$ cat src/rtl/vga_pkg.sv
// Shared timing, sprite and colour definitions for the VGA sprite pixel pipeline.
package vga_pkg;

   localparam logic [9:0]  H_TOTAL     = 10'd800;
   localparam logic [9:0]  V_TOTAL     = 10'd521;
   localparam logic [9:0]  H_ACT_START = 10'd144;
   localparam logic [9:0]  H_ACT_END   = 10'd784;
   localparam logic [9:0]  V_ACT_START = 10'd31;
   localparam logic [9:0]  V_ACT_END   = 10'd511;
   localparam logic [9:0]  CNT_MAX     = 10'd1023;

   localparam logic [10:0] SPRITE_W    = 11'd32;
   localparam logic [10:0] SPRITE_H    = 11'd32;
   localparam logic [10:0] GROUND_Y    = 11'd400;
   localparam logic [10:0] GROUND_H    = 11'd2;

   typedef logic [11:0] rgb12_t;

   localparam rgb12_t BG_COLOR  = 12'hFFF;
   localparam rgb12_t FG_COLOR  = 12'h555;
   localparam rgb12_t GND_COLOR = 12'h333;

   // Everything the output stage needs, captured alongside the ROM read.
   typedef struct packed {
      logic       hit;
      logic [4:0] col;
      logic       gnd;
      logic       active;
      logic       hs;
      logic       vs;
   } stage1_t;

   localparam stage1_t S1_RESET = '{hit: 1'b0, col: 5'd0, gnd: 1'b0,
                                    active: 1'b0, hs: 1'b1, vs: 1'b1};

endpackage

$ cat src/rtl/trex_sprite_rom.sv
// 32x32 1bpp T-rex bitmap, synchronous read; bit 31 of each row is the leftmost pixel.
module trex_sprite_rom
   import vga_pkg::*;
(
   input  logic        clk,
   input  logic        rst_n,
   input  logic [4:0]  addr,
   output logic [31:0] data
);

   logic [31:0] data_d;
   logic [31:0] data_q;

   always_comb begin
      data_d = 32'h0000_0000;
      case (addr)
         5'd0:    data_d = 32'h8000_0001;
         5'd1:    data_d = 32'h0000_3FC0;
         5'd2:    data_d = 32'h0000_7FE0;
         5'd3:    data_d = 32'h0000_6FE0;
         5'd4:    data_d = 32'h0000_7FE0;
         5'd5:    data_d = 32'h0000_7FE0;
         5'd6:    data_d = 32'h0000_7E00;
         5'd7:    data_d = 32'h0000_7FC0;
         5'd8:    data_d = 32'h0000_FC00;
         5'd9:    data_d = 32'h8001_FC00;
         5'd10:   data_d = 32'h8007_FF00;
         5'd11:   data_d = 32'hC01F_F900;
         5'd12:   data_d = 32'hE03F_F800;
         5'd13:   data_d = 32'hF0FF_F800;
         5'd14:   data_d = 32'hFFFF_F000;
         5'd15:   data_d = 32'h7FFF_F000;
         5'd16:   data_d = 32'h3FFF_E000;
         5'd17:   data_d = 32'h1FFF_C000;
         5'd18:   data_d = 32'h0FFF_8000;
         5'd19:   data_d = 32'h07FF_0000;
         5'd20:   data_d = 32'h03EE_0000;
         5'd21:   data_d = 32'h01C6_0000;
         5'd22:   data_d = 32'h0184_0000;
         5'd23:   data_d = 32'h0106_0000;
         default: data_d = 32'h0000_0000;
      endcase
   end

   always_ff @(posedge clk or negedge rst_n) begin
      if (!rst_n) data_q <= 32'h0000_0000;
      else        data_q <= data_d;
   end

   assign data = data_q;

endmodule

$ cat src/rtl/vga_sprite_renderer.sv
// Pixel stage after the VGA timing generator: sprite over ground stripe and background, 2-cycle latency.
// Define SPRITE_SCALE2X_EN to draw every ROM bit as a 2x2 pixel block.
module vga_sprite_renderer
   import vga_pkg::*;
(
   input  logic        pixel_clock,
   input  logic        rst_n,
   input  logic        hsync_in,
   input  logic        vsync_in,
   input  logic [31:0] x_in,
   input  logic [31:0] y_in,
   input  logic [9:0]  sprite_x,
   input  logic [8:0]  sprite_y,
   input  logic        sprite_en,
   output logic        hsync_out,
   output logic        vsync_out,
   output logic [3:0]  red,
   output logic [3:0]  green,
   output logic [3:0]  blue,
   output logic        frame_tick
);

`ifdef SPRITE_SCALE2X_EN
   localparam logic [10:0] FOOT_W = SPRITE_W << 1;
   localparam logic [10:0] FOOT_H = SPRITE_H << 1;
`else
   localparam logic [10:0] FOOT_W = SPRITE_W;
   localparam logic [10:0] FOOT_H = SPRITE_H;
`endif

   logic        hs_d, hs_q, vs_d, vs_q;
   logic        hs_fall, vs_fall;
   logic [9:0]  hc_eff;
   logic [9:0]  h_cnt_d, h_cnt_q, v_cnt_d, v_cnt_q;
   logic        tick_d, tick_q;
   logic [9:0]  sx_d, sx_q;
   logic [8:0]  sy_d, sy_q;
   logic        en_d, en_q;
   logic [10:0] x11, y11, sx11, sy11, dx, dy;
   logic        hit, gnd, active;
   logic [4:0]  col, rom_addr;
   logic [31:0] rom_data;
   stage1_t     s1_d, s1_q;
   logic        on;
   rgb12_t      rgb_d, rgb_q;
   logic        hs2_d, hs2_q, vs2_d, vs2_q;
   logic        unused_bits;

   assign unused_bits = ^{x_in[31:10], y_in[31:9], dx, dy};

   // Counters are rebuilt from sync edges; both saturate at 1023 so nothing is active before the first vsync.
   always_comb begin
      hs_d    = hsync_in;
      vs_d    = vsync_in;
      hs_fall = hs_q & ~hsync_in;
      vs_fall = vs_q & ~vsync_in;
      hc_eff  = hs_fall ? 10'd0 : h_cnt_q;
      h_cnt_d = (hc_eff == CNT_MAX) ? CNT_MAX : hc_eff + 10'd1;
      v_cnt_d = v_cnt_q;
      if (vs_fall)                           v_cnt_d = 10'd0;
      else if (hs_fall && v_cnt_q != CNT_MAX) v_cnt_d = v_cnt_q + 10'd1;
      tick_d  = (v_cnt_d == V_ACT_END) && (v_cnt_q != V_ACT_END);
      sx_d    = tick_d ? sprite_x  : sx_q;
      sy_d    = tick_d ? sprite_y  : sy_q;
      en_d    = tick_d ? sprite_en : en_q;
      active  = (hc_eff >= H_ACT_START) && (hc_eff < H_ACT_END) &&
                (v_cnt_q >= V_ACT_START) && (v_cnt_q < V_ACT_END);
   end

   // Stage 0: 11-bit compares so a sprite near the right/bottom edge clips instead of wrapping.
   always_comb begin
      x11  = {1'b0, x_in[9:0]};
      y11  = {2'b00, y_in[8:0]};
      sx11 = {1'b0, sx_q};
      sy11 = {2'b00, sy_q};
      dx   = x11 - sx11;
      dy   = y11 - sy11;
      hit  = en_q && (x11 >= sx11) && (x11 < sx11 + FOOT_W) &&
                     (y11 >= sy11) && (y11 < sy11 + FOOT_H);
`ifdef SPRITE_SCALE2X_EN
      col      = dx[5:1];
      rom_addr = dy[5:1];
`else
      col      = dx[4:0];
      rom_addr = dy[4:0];
`endif
      gnd  = (y11 >= GROUND_Y) && (y11 < GROUND_Y + GROUND_H);
      s1_d = '{hit: hit, col: col, gnd: gnd, active: active, hs: hsync_in, vs: vsync_in};
   end

   trex_sprite_rom u_rom (
      .clk   (pixel_clock),
      .rst_n (rst_n),
      .addr  (rom_addr),
      .data  (rom_data)
   );

   // Stage 2: sprite beats ground beats background; blanking forces black.
   always_comb begin
      on = s1_q.hit & rom_data[5'd31 - s1_q.col];
      if (!s1_q.active)  rgb_d = 12'h000;
      else if (on)       rgb_d = FG_COLOR;
      else if (s1_q.gnd) rgb_d = GND_COLOR;
      else               rgb_d = BG_COLOR;
      hs2_d = s1_q.hs;
      vs2_d = s1_q.vs;
   end

   always_ff @(posedge pixel_clock or negedge rst_n) begin
      if (!rst_n) begin
         hs_q    <= 1'b1;
         vs_q    <= 1'b1;
         h_cnt_q <= CNT_MAX;
         v_cnt_q <= CNT_MAX;
         tick_q  <= 1'b0;
         sx_q    <= 10'd0;
         sy_q    <= 9'd0;
         en_q    <= 1'b0;
         s1_q    <= S1_RESET;
         rgb_q   <= 12'h000;
         hs2_q   <= 1'b1;
         vs2_q   <= 1'b1;
      end else begin
         hs_q    <= hs_d;
         vs_q    <= vs_d;
         h_cnt_q <= h_cnt_d;
         v_cnt_q <= v_cnt_d;
         tick_q  <= tick_d;
         sx_q    <= sx_d;
         sy_q    <= sy_d;
         en_q    <= en_d;
         s1_q    <= s1_d;
         rgb_q   <= rgb_d;
         hs2_q   <= hs2_d;
         vs2_q   <= vs2_d;
      end
   end

   assign hsync_out  = hs2_q;
   assign vsync_out  = vs2_q;
   assign red        = rgb_q[11:8];
   assign green      = rgb_q[7:4];
   assign blue       = rgb_q[3:0];
   assign frame_tick = tick_q;

endmodule

$ cat config.mk
export PLATFORM = sky130hd
export DESIGN_NAME = vga_sprite_renderer
export DESIGN_NICKNAME = d
export VERILOG_FILES = /design/src/rtl/vga_pkg.sv /design/src/rtl/trex_sprite_rom.sv /design/src/rtl/vga_sprite_renderer.sv
export SDC_FILE = /design/constraint.sdc
export NUM_CORES = 1
export LEC_CHECK = 0
export CAP_MARGIN = 30
export CORE_MARGIN = 5
export CORE_UTILIZATION = 50
export DETAILED_ROUTE_END_ITERATION = 16
export GPL_TIMING_DRIVEN = 1
export PLACE_DENSITY = 0.78
export SYNTH_ARGS = -nofsm -noshare
export SYNTH_HDL_FRONTEND = slang
export SYNTH_SLANG_ARGS = --single-unit
$ cat constraint.sdc
create_clock -name pixel_clock -period 7.79 [get_ports pixel_clock]
set_input_delay 1.558 -clock pixel_clock [delete_from_list [all_inputs] [get_ports pixel_clock]]
set_output_delay 1.558 -clock pixel_clock [all_outputs]
set_load 0.1 [all_outputs]
# Word level (Yosys, flattened, before mapping)
# Memories as Yosys holds them, arrays and structs flattened. A register that Yosys moved wholly into a read port is not among the register bits.
# Index checks and enable logic that the tools add are counted.
# word_totals
reg_bits,97
mem_bits_ro,896
memories,1
# mem_list
memory,words,width,read_ports,rd_ports_with_merged_regs,write_ports,line,rtl
(no name shown),32,28,1,1,0,trex_sprite_rom.sv:16,case (addr)
# classes
add_sub_neg,7
order_cmp,11
n_eq_ne,4
muxes,9
n_bitwise,5
reduce_logical,11
# op_table
operator,n
2-to-1 mux 10 bit,4
2-to-1 mux 12 bit,3
"adder 10 x 1 -> 10 bit, second input constant",2
"adder 10 x 6 -> 11 bit, second input constant",1
< comparator 10 x 11 -> 1 bit,1
"adder 9 x 6 -> 10 bit, second input constant",1
"equality test 10 bit, second input constant",1
"equality test 10 x 9 -> 1 bit, second input constant",1
>= comparator 10 bit,1
">= comparator 10 x 5 -> 1 bit, second input constant",1
">= comparator 10 x 8 -> 1 bit, second input constant",1
logical AND 1 bit,10
"< comparator 10 bit, second input constant",1
"< comparator 10 x 9 -> 1 bit, second input constant",1
< comparator 9 x 10 -> 1 bit,1
"inequality test 10 bit, second input constant",1
"inequality test 10 x 9 -> 1 bit, second input constant",1
subtractor 5 bit,2
>= comparator 9 bit,1
">= comparator 9 bit, second input constant",1
"< comparator 9 bit, second input constant",1
"< comparator 5 x 6 -> 1 bit, second input constant",1
binary-select mux 1 bit (select 5 bit),1
"subtractor 5 bit, first input constant",1
4 further kinds,7

# Depth between registers and ports, before layout
# Gate-level depths: netlist of the first run.
# logic_depth
word_depth,7
ltp_mapped,10
ltp_nobuf,10

# Hierarchy
# From an unflattened synthesis of the first run, not the netlist that was laid out.
# unflattened
cells_unflattened,452
area_unflattened_um2,5006.1
# by_module_without_submodules
mod,n_inst,cells_per_inst,area_per_inst_um2,seq_area_each_um2
vga_sprite_renderer,1,349,3808.7,1456.4
trex_sprite_rom,1,103,1197.4,675.6

# Worst setup path before layout of the first run
# No wires, ideal clock.
# synth_timing
path_kind,input to register
from,input port y_in[0]
to,"register u_rom.data_q[26], in the netlist u_rom.data[26]"
setup_ps,83
arrival_time_ps,3435
setup_slack_ps,4272
cell_stages,10
n_path_buf,1
cell_sequence,inv_1 -> ha_1 -> inv_1 -> fa_1 -> a21o_1 -> a21oi_1 -> xnor2_1 -> nand2_1 -> clkbuf_1 -> o21ai_0
# synth_via
elab_chain_cells,1
# synth_rtl
item,line,rtl
start: declaration,vga_sprite_renderer.sv:11,"input logic [31:0] y_in,"
subtractor 5 bit,vga_sprite_renderer.sv:77,dy = y11 - sy11;
end: declaration,trex_sprite_rom.sv:12,logic [31:0] data_q;
# Every way passes these cells.
# A chain may end at the register's enable or synchronous reset.

# Final worst setup path of the first run
# layout_timing
from,input port y_in[0]
to,"register u_rom.data_q[8], in the netlist u_rom.data[8]"
# The elaborated chain is that of the path after synthesis.

==> results of run 1 <==
==> final timing paths <==
path,from,to,slack [ns],cells after the start
max in group asynchronous,rst_n,v_cnt_q[0]$_DFF_PN1_,5.96,2
min in group asynchronous,rst_n,sx_q[1]$_DFFE_PN0P_,1.16,1
worst max register to register,hs2_d$_DFF_PN1_,en_q$_DFFE_PN0P_,4.65,7
worst min-delay path,hs2_d$_DFF_PN1_,hsync_out$_DFF_PN1_,0.37,0
worst min register to register,hs2_d$_DFF_PN1_,hsync_out$_DFF_PN1_,0.37,0
worst max-delay path,y_in[0],u_rom.data[8]$_DFF_PN0_,3.39,11
==> flip-flops by register name, summed over array words and instances (netlist names) <==
register and flops:
u_rom.data 27, h_cnt_q 10, sx_q 10, v_cnt_q 10, sy_q 9, s1_q 8
rgb_q 4, en_q 1, frame_tick 1, hs2_d 1, hsync_out 1, vs2_d 1
vsync_out 1
==> layer usage <==
| metal | routed length [um] | vias to the layer above |
|---|---|---|
| met2 | 4440 | 93 |
| li1 | - | 1659 |
| met3 | 408 | 12 |
| met5 | 0 | - |
| met1 | 4420 | 1645 |
| met4 | 130 | 0 |
==> power groups by stage <==
stage / clock network [mW] / logic [mW] / registers (mW)
after floorplan: 0 / 0.0906 / 0.502
after global placement: 0 / 0.140 / 0.504
after detailed placement: 0 / 0.146 / 0.507
after CTS: 0.302 / 0.147 / 0.498
after global routing: 0.321 / 0.162 / 0.503
final: 0.293 / 0.146 / 0.498
==> logic make-up (layout without fill, tap and decap cells) <==
kind of cell	Yosys count	in the layout	synth area share
multiplexers	29	29	0.0978
buffers and inverters	64	117	0.0614
XOR/XNOR	23	23	0.0446
AO/OA/AOI/OAI	82	82	0.115
AND/OR/NAND/NOR	118	118	0.127
adder cells (fa/ha/maj)	43	43	0.114
flip-flops	84	84	0.440
==> area by class of cell <==
class                           count  area (um2)  area share
Multi-Input combinational cell    295        2420       0.428
Sequential cell                    84        2130       0.377
Timing Repair Buffer               59         596       0.105
Tap cell                          133         166      0.0294
Inverter                           42         158      0.0279
Clock buffer                        9         124      0.0219
Clock inverter                      7        57.6      0.0102
==> metrics by stage <==
step / power, mW / instance area (um2) / setup slack [ns] / util / cells
detailed placement: 0.652 / 5470 / 3.07 / 0.570 / 613
global placement: 0.644 / 5450 / 3.10 / 0.568 / 612
floorplan: 0.593 / 4850 / 4.27 / - / 443
finish: 0.936 / 5650 / 3.39 / 0.589 / 629
CTS: 0.947 / 5650 / 3.39 / 0.589 / 629
global route: 0.987 / 5650 / 3.18 / 0.589 / 629
==> Yosys cell counts, drive strengths merged (3+ instances only) <==
cell and n:
nor4 5, nand3 16, nor3 7, ha 41, o22ai 8, and2 4, mux4 7, dfrtp 60
a41oi 4, xor2 9, buf 14, and3 6, nor2 29, nor2b 6, dfstp 24, a21o 4
xnor2 13, inv 41, clkbuf 8, mux2 20, nand4 5, and4 3, nand4b 3, nand2 23
a21oi 15, a211oi 4, a31oi 7, nand2b 3, o21ai 19
==> worst reg2reg max path, cell delays in order, from the launching register on <==
cell and delay [ns]:
dfstp_2 0.56, nor2b_1 0.77, a41oi_1 0.20, a211oi_1 0.34, nand4b_1 0.21, nor4_4 0.17, buf_4 0.39, mux2_2 0.38
==> results.cfg, run 1 <==
[logic_synthesis]
netlist_area_mm2 = 0.00485
synth_nets = 574
synth-warning-count = 0
dominant_cell_type_by_area_after_synthesis = dfrtp_1
synth-async-reset-ratio = 1.00
syn-instance-count = 443
netlist.area_leader.share = 0.310
yosys-top-cells-area = dfrtp_1 (31%), dfstp_2 (13%), ha_1 (11%)
synth-edff-count = 0
synth-seq-cells = 84
synthesis.area_per_instance_um2 = 10.9
seq_area_frac_synth = 0.440
post_synth_num_cell_types = 61
dominantRegCellSynth = dfrtp_1

[layout]
antennaDiodeCount = 0
final_cell_mix = dfrtp_1 (60), clkdlybuf4s50_1 (56), inv_1 (41), ha_1 (41), nor2_1 (29)
final_common_cell = dfrtp_1
syn_to_final_growth_pct = 16.6
fillers = 797
drive_gt1_frac = 0.147
final_nets = 622

[sta]
rsz0062_at_grt = false
slew_headroom = 0.350
timing_worst_slew_pin_value_ns = 0.972
setup_viol = 0
fin_crit_sh = 0.565
maxClockFrequency_mhz = 227
setup-tns-final_ns = 0
timing.final.max_slew_violations = 0
hold_violations = 0
fin_hold_ws_ns = 0.375
finalCriticalPeriod_ns = 4.40
clock_skew_ns = 0.0123

[global_route]
via_count_of_the_first_global_routing_pass = 3311
grt_antenna_before_repair = 0
pin_count_of_the_biggest_net_entering_global_routing = 46
gr-usage-met1 = 0.243
grt_busiest_layer = met2
grt_first_pass_wirelength_um = 16000
grt.met3_usage = 0.0370
groute.layer.met2.usage = 0.264
gr_usage_total = 0.171
overflow = 0

[power]
p_leak_nw = 2.43
worst_ir_drop_vdd_mv = 0.124
power_density_mw_per_mm2 = 166
pwr-share-seq = 0.532
power.net_switching_mw = 0.269
power.internal_mw = 0.668
power.share.clock = 0.313
pwr-share-comb = 0.156
sw_frac_of_total = 0.287

[worst_setup_path]
cp_common_cell = inv_1
largest_driver_fanout_on_the_critical_path = 11
worst_path_largest_cell_delay_ns = 0.65
worst_path_max_delay_cell = xor2_1
critical_path.startpoint_type = primary input
critical_path_arrival_ns = 4.70
end_kind = flop
path_delay_family = buffers and inverters
timing.critical_path.cells = clkdlybuf4s50_1 > inv_1 > ha_1 > inv_1 > fa_1 > xor2_1 > clkinv_1 > nand2_1 > inv_1 > nor4_1 > a21o_1
crit_required_ns = 8.09
timing.setup.critical_path_class = primary input to flop
critical_path_buf_inv_count = 5

[place]
io_buffers = 57
weighted_congestion_at_the_end_of_routability_driven_global_placement = 0.868
dpl.hpwl_um = 7110

[clock_tree]
tritoncts.num_buffers = 9
clock-root-buffer = clkbuf_8
htree_num_levels = 3
clockBufferDepth = 2
cts_hold_repair.buffers = 0
cts_post_setup_buffers_inserted = 0
worstSkewPairLatency_ns = 0.37
cts_tree = yes
clk_pin_slew_worst_paths_ns = 0.10
post_cts_resized = 0
numClockSinks = 84

[run]
max_cap_violations = 0

[drt]
post_drt_via_cell_ratio = 5.42
ant_nets = 0
avgRoutedWirePerCell_um = 14.9
wl_um = 9400
first_iter_violations = 155
route.vias.total = 3409
drc = 0
drt_first_pass_iters = 6

[die]
initial_core_util = 0.505
placementRows = 36
fp.dieH_um = 108
floorplan.core_area_mm2 = 0.00959
die_width_um = 108
ios = 103
die_area_mm2 = 0.0118

[run_status]
run_status = finished clean

[worst_hold_path]
timing.hold.worst.class = flop to flop
No activity file was read; power rests on OpenSTA's default activity.
==> inputs of run 2 (changes only) <==
- clock period: 7.79 -> 4.46 ns (I/O delays scaled with it)
==> results.cfg, run 2 (synthesis results as in run 1) <==
[sta]
finalCriticalPeriod_ns = 3.58
fin_hold_ws_ns = 0.364
fin_crit_sh = 0.802
hold_violations = 0
timing_worst_slew_pin_value_ns = 0.974
rsz0062_at_grt = false
setup-tns-final_ns = 0
final.setup.worst_slack_ns = 0.883
clock_skew_ns = 0.0132
maxClockFrequency_mhz = 280
slew_headroom = 0.348
setup_viol = 0
timing.final.max_slew_violations = 0

[drt]
route.layer.met1.wl_um = 4430
wl_met3_um = 503
drc = 0
drt_first_pass_iters = 5
routed.top_layer = met4
dr_wl_met2_um = 4720
first_iter_violations = 168
avgRoutedWirePerCell_um = 15.5
ant_nets = 0
wl_um = 9810
post_drt_via_cell_ratio = 5.53
route.vias.total = 3490

[clock_tree]
worstSkewPairLatency_ns = 0.35
clk_pin_slew_worst_paths_ns = 0.09
cts_hold_repair.buffers = 0
clockBufferDepth = 2
numClockSinks = 84
cts_post_setup_buffers_inserted = 0
cts_tree = yes
post_cts_resized = 0
tritoncts.num_buffers = 9
clock-root-buffer = clkbuf_8
htree_num_levels = 3

[die]
ios = 103
die_width_um = 108
initial_core_util = 0.505
die_area_mm2 = 0.0118
placementRows = 36
fp.dieH_um = 108
floorplan.core_area_mm2 = 0.00959

[place]
post-place-ws_ns = 0.485
weighted_congestion_at_the_end_of_routability_driven_global_placement = 0.851
io_buffers = 57
dpl.hpwl_um = 7330
dp_cells = 615

[global_route]
grt_first_pass_wirelength_um = 17000
gr_usage_total = 0.180
via_count_of_the_first_global_routing_pass = 3541
overflow = 0
pin_count_of_the_biggest_net_entering_global_routing = 52
grt_antenna_before_repair = 0

[worst_setup_path]
reg2reg_from = hs2_d$_DFF_PN1_
timing.critical_path.cells = clkdlybuf4s50_1 > nor2b_1 > a41oi_1 > a211oi_1 > nand4b_1 > nor4_4 > buf_4 > mux2_2
worst_path_max_delay_cell = nor2b_1
critical_path_arrival_ns = 3.81
critical_path.startpoint_type = primary input
worst_path_largest_cell_delay_ns = 0.72
timing.reg2reg.worst_path_depth = 7
worstReg2RegEnd = en_q$_DFFE_PN0P_
timing.setup.critical_path_class = primary input to flop
path_delay_family = simple AND/OR/NAND/NOR gates
setup.reg_to_reg.worst_slack_ns = 1.30
end_kind = flop
largest_driver_fanout_on_the_critical_path = 21
critical_path_buf_inv_count = 2
crit_required_ns = 4.70

[worst_hold_path]
hp-start = vs2_d$_DFF_PN1_
whs_endpoint = vsync_out$_DFF_PN1_
timing.hold.worst.class = flop to flop
min_delay_path_depth = 0

[layout]
stdcell_count = 631
syn_to_final_growth_pct = 17.4
final_common_cell = dfrtp_1
drive_gt1_frac = 0.151
final_nets = 624
largest_register_ff_count = 27
layout.area.seq_mm2 = 0.00213
final_cell_mix = dfrtp_1 (60), clkdlybuf4s50_1 (56), inv_1 (41), ha_1 (41), nor2_1 (29)
fillers = 773
antennaDiodeCount = 0
multi_input_comb_area_mm2 = 0.00242

[power]
p_leak_nw = 2.45
power_density_mw_per_mm2 = 294
worst_ir_drop_vdd_mv = 0.165

[run_status]
run_status = finished clean

[run]
max_cap_violations = 0
==> run 2: cell types whose count changed in the layout (fill, tap and decap cells not counted), sizes merged <==
cell      before  now
clkinvlp       0    1
buf            3    5
clkinv         4    1
clkbuf         9   11
==> run 2: through the flow <==
stage                     cell area (um2)  utilization  power [mW]
after global routing                 5690        0.594        1.76
final                                5690        0.594        1.67
after global placement               5470        0.570        1.13
after CTS                            5690        0.594        1.69
after floorplan                      4850            -        1.04
after detailed placement             5490        0.573        1.14
==> run 2: how the worst max path moves through the flow <==
| stage | from | to | slack, ns | depth (start not counted) |
|---|---|---|---|---|
| detailed placement | hsync_in | en_q$_DFFE_PN0P_ | 0.49 | 8 |
| CTS | hsync_in | en_q$_DFFE_PN0P_ | 0.89 | 8 |
| global route | hsync_in | en_q$_DFFE_PN0P_ | 0.55 | 8 |
| floorplan | y_in[0] | u_rom.data[26]$_DFF_PN0_ | 1.61 | 10 |
| finish | hsync_in | en_q$_DFFE_PN0P_ | 0.88 | 8 |
| global placement | hsync_in | en_q$_DFFE_PN0P_ | 0.62 | 8 |
==> run 2: cell type report <==
cell class                 count  share of cell area
multi-input combinational    295               0.425
sequential                    84               0.374
timing repair buffer          61               0.109
tap                          133              0.0292
clock buffer                  11              0.0286
inverter                      42              0.0277
clock inverter                 5             0.00659
==> run 2: layer usage <==
layer  vias to the layer above  global-route usage
li1                       1661                   -
met1                      1690               0.243
met2                       121               0.292
met3                        18              0.0388
met4                         0              0.0523
met5                         -                   0
==> run 2: worst reg2reg max path, cell delays in order (launching register included) <==
cell and delay, ns:
dfstp_2 0.56, nor2b_1 0.72, a41oi_1 0.20, a211oi_1 0.36, nand4b_1 0.22, nor4_4 0.18
buf_4 0.40, mux2_2 0.39
==> run 2: report_power, final <==
| group | switching [mW] | internal [mW] |
|---|---|---|
| clock network | 0.288 | 0.256 |
| registers | 0.0370 | 0.833 |
| logic | 0.134 | 0.125 |
